==> config.mk <==
export PLATFORM = sky130hd
export DESIGN_NAME = profile_counter_ci
export DESIGN_NICKNAME = d
export VERILOG_FILES = /design/src/rtl/profile_counter_ci.sv
export SDC_FILE = /design/constraint.sdc
export NUM_CORES = 1
export LEC_CHECK = 0
export ABC_AREA = 1
export CAP_MARGIN = 40
export CORE_MARGIN = 2
export CORE_UTILIZATION = 54
export CTS_CLUSTER_DIAMETER = 30
export DETAILED_ROUTE_END_ITERATION = 12
export MAX_ROUTING_LAYER = met4
export PLACE_DENSITY = 0.78
export REMOVE_ABC_BUFFERS = 1
export SYNTH_ARGS = -nofsm -noshare
export SYNTH_HDL_FRONTEND = slang
export SYNTH_SLANG_ARGS = --single-unit
==> constraint.sdc <==
create_clock -name clock -period 5 [get_ports clock]
set_input_delay 1.5 -clock clock [delete_from_list [all_inputs] [get_ports clock]]
set_output_delay 1.5 -clock clock [all_outputs]
set_load 0.005 [all_outputs]
==> src/rtl/profile_counter_ci.sv <==
// Custom-instruction profiler: per-counter run/clear/overflow/snapshot, read back one value per request.
// Latency 1 cycle (done one cycle after accept); no backpressure, a request may arrive every cycle.
module profile_counter_ci #(
   parameter logic [7:0] customId       = 8'h00,
   parameter int         NR_OF_COUNTERS = 4,
   parameter int         COUNTER_WIDTH  = 32,
   parameter int         SATURATE       = 0
) (
   input  logic                      clock,
   input  logic                      reset,
   input  logic                      start,
   input  logic [7:0]                ciN,
   input  logic [31:0]               valueA,
   input  logic [31:0]               valueB,
   input  logic [NR_OF_COUNTERS-1:0] eventIn,
   output logic                      done,
   output logic [31:0]               result
);

   logic [COUNTER_WIDTH-1:0]  cnt  [NR_OF_COUNTERS];
   logic [COUNTER_WIDTH-1:0]  snap [NR_OF_COUNTERS];
   logic [NR_OF_COUNTERS-1:0] run;
   logic [NR_OF_COUNTERS-1:0] ovf;
   logic                      acc;
   logic [31:0]               rd_data;
   logic                      unused_bits;

   assign acc         = start && (ciN == customId);
   assign unused_bits = ^{valueA, valueB};

   // Read mux works on pre-edge state so a read sees values before this request's control.
   always_comb begin
      rd_data = '0;
      if (valueA[3]) begin
         rd_data[NR_OF_COUNTERS-1:0] = ovf;
      end else begin
         for (int i = 0; i < NR_OF_COUNTERS; i++) begin
            if (valueA[2:0] == 3'(i)) begin
               rd_data[COUNTER_WIDTH-1:0] = valueA[4] ? snap[i] : cnt[i];
            end
         end
      end
   end

   always_ff @(posedge clock) begin
      if (reset) begin
         done   <= 1'b0;
         result <= '0;
         run    <= '0;
         ovf    <= '0;
         for (int i = 0; i < NR_OF_COUNTERS; i++) begin
            cnt[i]  <= '0;
            snap[i] <= '0;
         end
      end else begin
         done   <= acc;
         result <= acc ? rd_data : '0;
         for (int i = 0; i < NR_OF_COUNTERS; i++) begin
            if (acc && valueB[24]) begin
               snap[i] <= cnt[i];
            end
            if (acc) begin
               run[i] <= valueB[8+i] ? 1'b0 : (run[i] | valueB[i]);
            end
            // Clear beats the increment; the run bit is left alone so counting resumes from 0.
            if (acc && valueB[16+i]) begin
               cnt[i] <= '0;
               ovf[i] <= 1'b0;
            end else if (run[i] && eventIn[i]) begin
               if (&cnt[i]) begin
                  ovf[i] <= 1'b1;
                  if (SATURATE == 0) begin
                     cnt[i] <= '0;
                  end
               end else begin
                  cnt[i] <= cnt[i] + COUNTER_WIDTH'(1);
               end
            end
         end
      end
   end

endmodule

==> results.md, run 1 <==
- Rows: 64
- Die ar.: 32440 um2
- Dominant cells by area after synthesis: edfxtp_1 46%, nand2_1 15%, nor2_1 12%, inv_1 5.4%, dfxtp_1 4.9%
- Slew Viols, Final: 0
- Ports: 112
- Period utilization: 76.51%
- FILL cells: 2530
- Avg Inst Size Synth: 7.647 um2
- Worst Setup Start Kind: primary input
- Seq/Total Area, Yosys: 50.80%
- Via count of the routed design: 14640
- Vias per inst: 5.352
- EDFF count, synth: 256
- Layout cells sized above 1: 7.051%
- Post-CTS Repair Setup Buffers: 0
- CP startpoint: start
- WS Path Type: in -> reg
- Final Total Pwr: 7.766 mW
- Slew @ Worst Pin: 0.7923 ns
- Yosys warns: 0
- Max stage delay on crit path: 0.65 ns
- RSZ-0062 raised after global routing: false
- Htree depth: 3
- Buffer depth of the longest clock path: 3
- CTS tree: done
- CP Capture Type: flip-flop
- Cts repair resizes: 0
- Final setup violation count: 0
- Routed length per instance: 17.02 um
- Worst Skew: 0.03249 ns
- Leakage power: 8.196 nW
- Fmax: 261.4 MHz
- Multi-input logic area: 6860 um2
- First-pass detailed-route iteration total: 5
- First-pass GRT wire length: 73110 um
- Initial Util: 54.75%
- Setup_tns: 0 ns
- Die W: 180.1 um
- Detail Placement HPWL: 32920 um
- Syn Inst Count: 2190
- Port Buffers: 65
- Cell area after synthesis: 16750 um2
- Worst-path clk slew: 0.04 ns
- Total GRT Usage: 29.36%
- Routed Antenna Nets: 0
- Top cells by count, synth: 684 x nand2_1, 528 x nor2_1, 256 x edfxtp_1, 242 x inv_1, 107 x o21ai_0
- Setup ws final: 1.175 ns
- Worst-path cell chain: clkdlybuf4s50_1 > nor3b_2 > buf_6 > nand2_1 > nor2_4 > nand2_4 > buf_12 > nor2_1
- Antenna violations before repair: 2
- Final Hold Fails: 0
- Peak supply drop: 0.0002502 V
- Wirelength, routed: 46560 um
- CP Max Fanout: 65
- Hold crit path type: reg -> reg
- Worst-Skew Late Latency: 0.57 ns
- Synth Register Bits: 297
- Sink Count: 297
- Total congestion overflow: 0
- Outcome: completed
- Storage element area: 8508 um2
- Die H: 180.1 um
- CTS buffer count: 69
- Slowest stage cell, crit path: nor3b_2
- Nets: 2367
- Final Cell Area: 20070 um2
- Placed Area: 17680 um2
- R2r startpoint: cnt[2][1]
- Cell count after placement: 2609
- Placer Congestion: 0.9313
- Largest net degree at the start of global routing: 94
- Area leader, netlist: edfxtp_1
- Finished Core Util: 65.62%
- Period minus WS final: 3.825 ns
- Pwr per Cell Area: 386.9 nW/um2
- CTS Hold Bufs: 0
- Max-Cap Viols: 0
- Core ar.: 30590 um2
- CP bufs+invs: 3
- DR DRC count: 0
- Vias in the first global route: 13650
- Top-area cell type share of the netlist area: 45.90%
- Count leader, synth: nand2_1
- Area Growth Syn to Fin: 19.85%
- # diodes: 0
- Final Non-Filler Cells: 2736
- Top FF cell, synth: edfxtp_1
- Hold_sp: run[1]
- Delay-heaviest family, CP: simple AND/OR/NAND/NOR gates
- Starting DRT DRC Count: 1714
- Slew margin rel.: 46.99%
- Post-synth cell types: 30
- Crit path required time: 5.41 ns
- Pre-CTS setup slack: 0.7911 ns
- Asr flop ratio synth: 0%
- WHS: 0.4397 ns
- Root Buffer: clkbuf_16
- Critical path arrival: 4.23 ns
-- state kept, by name, indices dropped and copies added (netlist names) --
register  cells
cnt         128
snap        128
result       32
ovf           4
run           4
done          1
-- layout make-up --
class,instances,area share [%]
well taps,396,2.469
inverters,243,4.544
repair buffers,95,4.488
flip-flops and latches,297,42.39
clock inverters,34,2.144
multi-input cells,1578,34.18
clock buffers,93,9.787
-- where the power goes --
part           internal [mW]  switching [mW]
logic                  0.101           0.247
registers               2.77          0.0561
clock network           3.17            1.43
total                   6.03            1.73
-- worst paths after layout --
check                                    to  slack, ns  depth (start not counted)
worst max-delay path            snap[2][13]       1.17                          8
worst min-delay path                 run[1]       0.44                          2
worst max register to register    cnt[2][3]       2.65                          9
worst min register to register       run[1]       0.44                          2
-- cell usage in the layout, fill, tap and decap left out, types with 3 or more instances in the layout --
cell type,instances
a211oi_1,28
a21oi_1,12
buf_4,27
bufinv_16,8
clkbuf_1,16
clkbuf_16,75
clkdlybuf4s50_1,64
clkinv_1,4
clkinv_2,7
clkinv_4,4
clkinvlp_4,5
dfxtp_1,41
edfxtp_1,256
ha_1,4
inv_1,242
inv_6,4
nand2_1,683
nand3_1,89
nand3b_1,7
nand4_1,6
nand4_2,3
nor2_1,527
nor2_2,4
nor3_1,25
nor3_2,9
o21ai_0,107
o21ai_1,4
xnor2_1,3
xor2_1,56
-- worst register-to-register path: cells and delay by family, from the launching register on --
family        cells  cell delay, ns
buf+inv           1            0.33
simple gates      7            1.14
flops             1            0.40
fa+ha+maj         1            0.23
-- cells by family after synthesis --
| group | count (synthesis) | synth area share, % |
|---|---|---|
| compound gates | 151 | 4.931 |
| xor+xnor | 59 | 3.086 |
| fa+ha+maj | 4 | 0.2989 |
| buf+inv | 315 | 8.390 |
| flops | 297 | 50.80 |
| simple gates | 1364 | 32.49 |
-- metal layers --
metal	vias to the layer above	GRT usage [%]	wire [um]	share of wire (%)
met3	91	5.821	4169	9.0
met4	0	10.94	1444	3.1
met1	6804	40.75	20500	44
li1	7135	-	-	-
met2	612	42.87	20440	44
met5	-	-	0	0
(Power assumes the default switching activity.)
==> inputs of run 2 (changes only) <==
--- a/config.mk
+++ b/config.mk
@@ -8,11 +8,11 @@
 export ABC_AREA = 1
 export CAP_MARGIN = 40
 export CORE_MARGIN = 2
-export CORE_UTILIZATION = 54
+export CORE_UTILIZATION = 60
 export CTS_CLUSTER_DIAMETER = 30
 export DETAILED_ROUTE_END_ITERATION = 12
 export MAX_ROUTING_LAYER = met4
-export PLACE_DENSITY = 0.78
+export PLACE_DENSITY = 0.82
 export REMOVE_ABC_BUFFERS = 1
 export SYNTH_ARGS = -nofsm -noshare
 export SYNTH_HDL_FRONTEND = slang
==> constraint.sdc (replaced) <==
create_clock -name clock -period 3.7 [get_ports clock]
set_input_delay 1.11 -clock clock [delete_from_list [all_inputs] [get_ports clock]]
set_output_delay 1.11 -clock clock [all_outputs]
set_load 0.005 [all_outputs]
==> run 2 against run 1 <==
Against the previous run:
- total power is 34% higher
- hold slack better by 0.010 ns
- final cell count is 0.40% lower
- global-route usage is 4.0 points higher
- cell area is 0.29% higher
- combinational power is 38% higher
- clock power is 33% higher
- first-iteration DRC count is 18% higher
- critical path depth is 1 higher
- sequential power is 35% higher
==> results.md, run 2 (synthesized netlist as in run 1, its figures left out) <==
- Outcome: completed (unchanged)
- Total GRT Usage: 33.33% (was 29.36%)
- CP Capture Type: flip-flop (unchanged)
- WS Path Type: in -> reg (unchanged)
- Period utilization: 76.12%
- Reg power frac: 36.7% (was 36.3%)
- Final setup violation count: 0 (unchanged)
- CP Max Fanout: 66 (was 65)
- Period minus WS final: 2.816 ns
- Total congestion overflow: 0 (unchanged)
- Root Buffer: clkbuf_16 (unchanged)
- FILL cells: 2067 (was 2530)
- Die ar.: 29260 um2 (was 32440 um2)
- CTS Hold Bufs: 0 (unchanged)
- Worst-Skew Late Latency: 0.58 ns (was 0.57 ns)
- Commonest cells after routing, fill and taps aside: 683 x nand2_1, 527 x nor2_1, 256 x edfxtp_1 (unchanged)
- Vias per inst: 5.451 (was 5.352)
- Largest regs: cnt: 128 flops, snap: 128 flops, result: 32 flops (unchanged)
- CTS buffer count: 71 (was 69)
- Psw: 2.437 mW (was 1.731 mW)
- Area Growth Syn to Fin: 20.20% (was 19.85%)
- CTS tree: done (unchanged)
- Final Hold Fails: 0 (unchanged)
- Fmax: 355.1 MHz
- P_int: 7.954 mW (was 6.034 mW)
- Max-Cap Viols: 0 (unchanged)
- Critical path arrival: 3.09 ns (was 4.23 ns)
- Hold crit path type: reg -> reg (unchanged)
- Clock network fraction of design power: 58.7% (was 59.2%)
- DR DRC count: 0 (unchanged)
- Slew Viols, Final: 0 (unchanged)
- Worst-path clk slew: 0.04 ns (about the same)
- Routed Antenna Nets: 0 (unchanged)
- Nets: 2370 (was 2367)
- Routed length per instance: 16.96 um (was 17.02 um)
- Initial Util: 60.61% (was 54.75%)
- Crit path required time: 3.98 ns (was 5.41 ns)
- Worst Skew: 0.03030 ns (was 0.03249 ns)
- Starting DRT DRC Count: 2015 (was 1714)
- Slew margin rel.: 41.00% (was 46.99%)
- First-pass detailed-route iteration total: 6 (was 5)
- Sw frac: 23.45% (was 22.29%)
- Wirelength, routed: 46220 um (was 46560 um)
- RSZ-0062 raised after global routing: false (unchanged)
- Vias in the first global route: 14220 (was 13650)
- Peak supply drop: 0.0003925 V (was 0.0002502 V)
- Worst Setup Start Kind: primary input (unchanged)
- Die H: 171.1 um (was 180.1 um)
- Buffer depth of the longest clock path: 3 (unchanged)
- Cts repair resizes: 0 (unchanged)
- Logic gate share of total power: 4.6% (was 4.5%)
- Pwr per Cell Area: 516.2 nW/um2 (was 386.9 nW/um2)
- Post-CTS Repair Setup Buffers: 0 (unchanged)
- Ports: 112 (unchanged)
- Die W: 171.1 um (was 180.1 um)
- Sink Count: 297 (unchanged)
- Core ar.: 27630 um2 (was 30590 um2)
- Detail Placement HPWL: 32330 um (was 32920 um)
- Placer Congestion: 0.9681 (was 0.9313)
- First-pass GRT wire length: 72840 um (was 73110 um)
- Slew @ Worst Pin: 0.8818 ns (was 0.7923 ns)
- Leakage power: 8.241 nW (was 8.196 nW)
- Antenna violations before repair: 1 (was 2)
- Port Buffers: 65 (unchanged)
- Via count of the routed design: 14850 (was 14640)
- Rows: 61 (was 64)
- Final Total Pwr: 10.39 mW (was 7.766 mW)
- WHS: 0.4499 ns (was 0.4397 ns)
- Commonest non-fill, non-tap cell in the layout: nand2_1 (unchanged)
- Layout cells sized above 1: 7.332% (was 7.051%)
- Largest net degree at the start of global routing: 95 (was 94)
- Htree depth: 3 (unchanged)
-- run 2: cell type report --
type	instances	area (um2)	area share [%]
Inverter	243	912.1	4.531
Antenna cell	1	2.502	0.01243
Clock inverter	49	491.7	2.443
Multi-Input combinational cell	1578	6860	34.08
Timing Repair Buffer	96	1010	5.016
Sequential cell	297	8508	42.26
Tap cell	378	473.0	2.349
Clock buffer	83	1873	9.304
-- run 2: power by group through the flow --
stage               combinational, mW  sequential, mW  clock [mW]
floorplan                       0.254            3.85           0
global placement                0.452            3.86           0
detailed placement              0.462            3.87           0
CTS                             0.471            3.81        6.13
global route                    0.526            3.82        6.32
finish                          0.480            3.81        6.10
-- run 2: path summary, 6_finish.rpt --
| check | startpoint | to | slack [ns] | depth (start not counted) |
|---|---|---|---|---|
| worst min-delay path | run[2] | run[2] | 0.45 | 2 |
| worst max-delay path | start | snap[0][23] | 0.88 | 9 |
| worst max register to register | cnt[0][0] | cnt[0][29] | 1.33 | 10 |
| worst min register to register | run[2] | run[2] | 0.45 | 2 |
-- run 2: through the flow --
| step | setup TNS [ns] | util, % | worst slack (ns) | std cells | cell area (um2) |
|---|---|---|---|---|---|
| after global routing | 0 | 72.86 | 0.8078 | 2725 | 20130 |
| after detailed placement | 0 | 64.29 | 0.3725 | 2592 | 17760 |
| after floorplan | -163.90 | - | -1.281 | 2118 | 16250 |
| after global placement | 0 | 64.29 | 0.4678 | 2592 | 17760 |
| final | 0 | 72.86 | 0.8837 | 2725 | 20130 |
| after CTS | 0 | 72.85 | 0.8992 | 2724 | 20130 |
-- run 2: routing by layer --
layer	share of wire, %	wire, um	track usage (%)	vias to the layer above
met3	8.8	4082	5.390	144
met1	41	18820	43.32	6792
met2	45	20940	50.74	761
met4	5.1	2380	17.21	0
li1	-	-	-	7156
met5	0	0	-	-
-- run 2: worst max-delay path, stage by stage --
cell and delay (ns):
clkdlybuf4s50_1 0.46, nor3b_2 0.18, buf_4 0.20, nand2_1 0.16, nor2_4 0.05, buf_4 0.17
nand2_4 0.06, buf_4 0.58, nor2_1 0.12
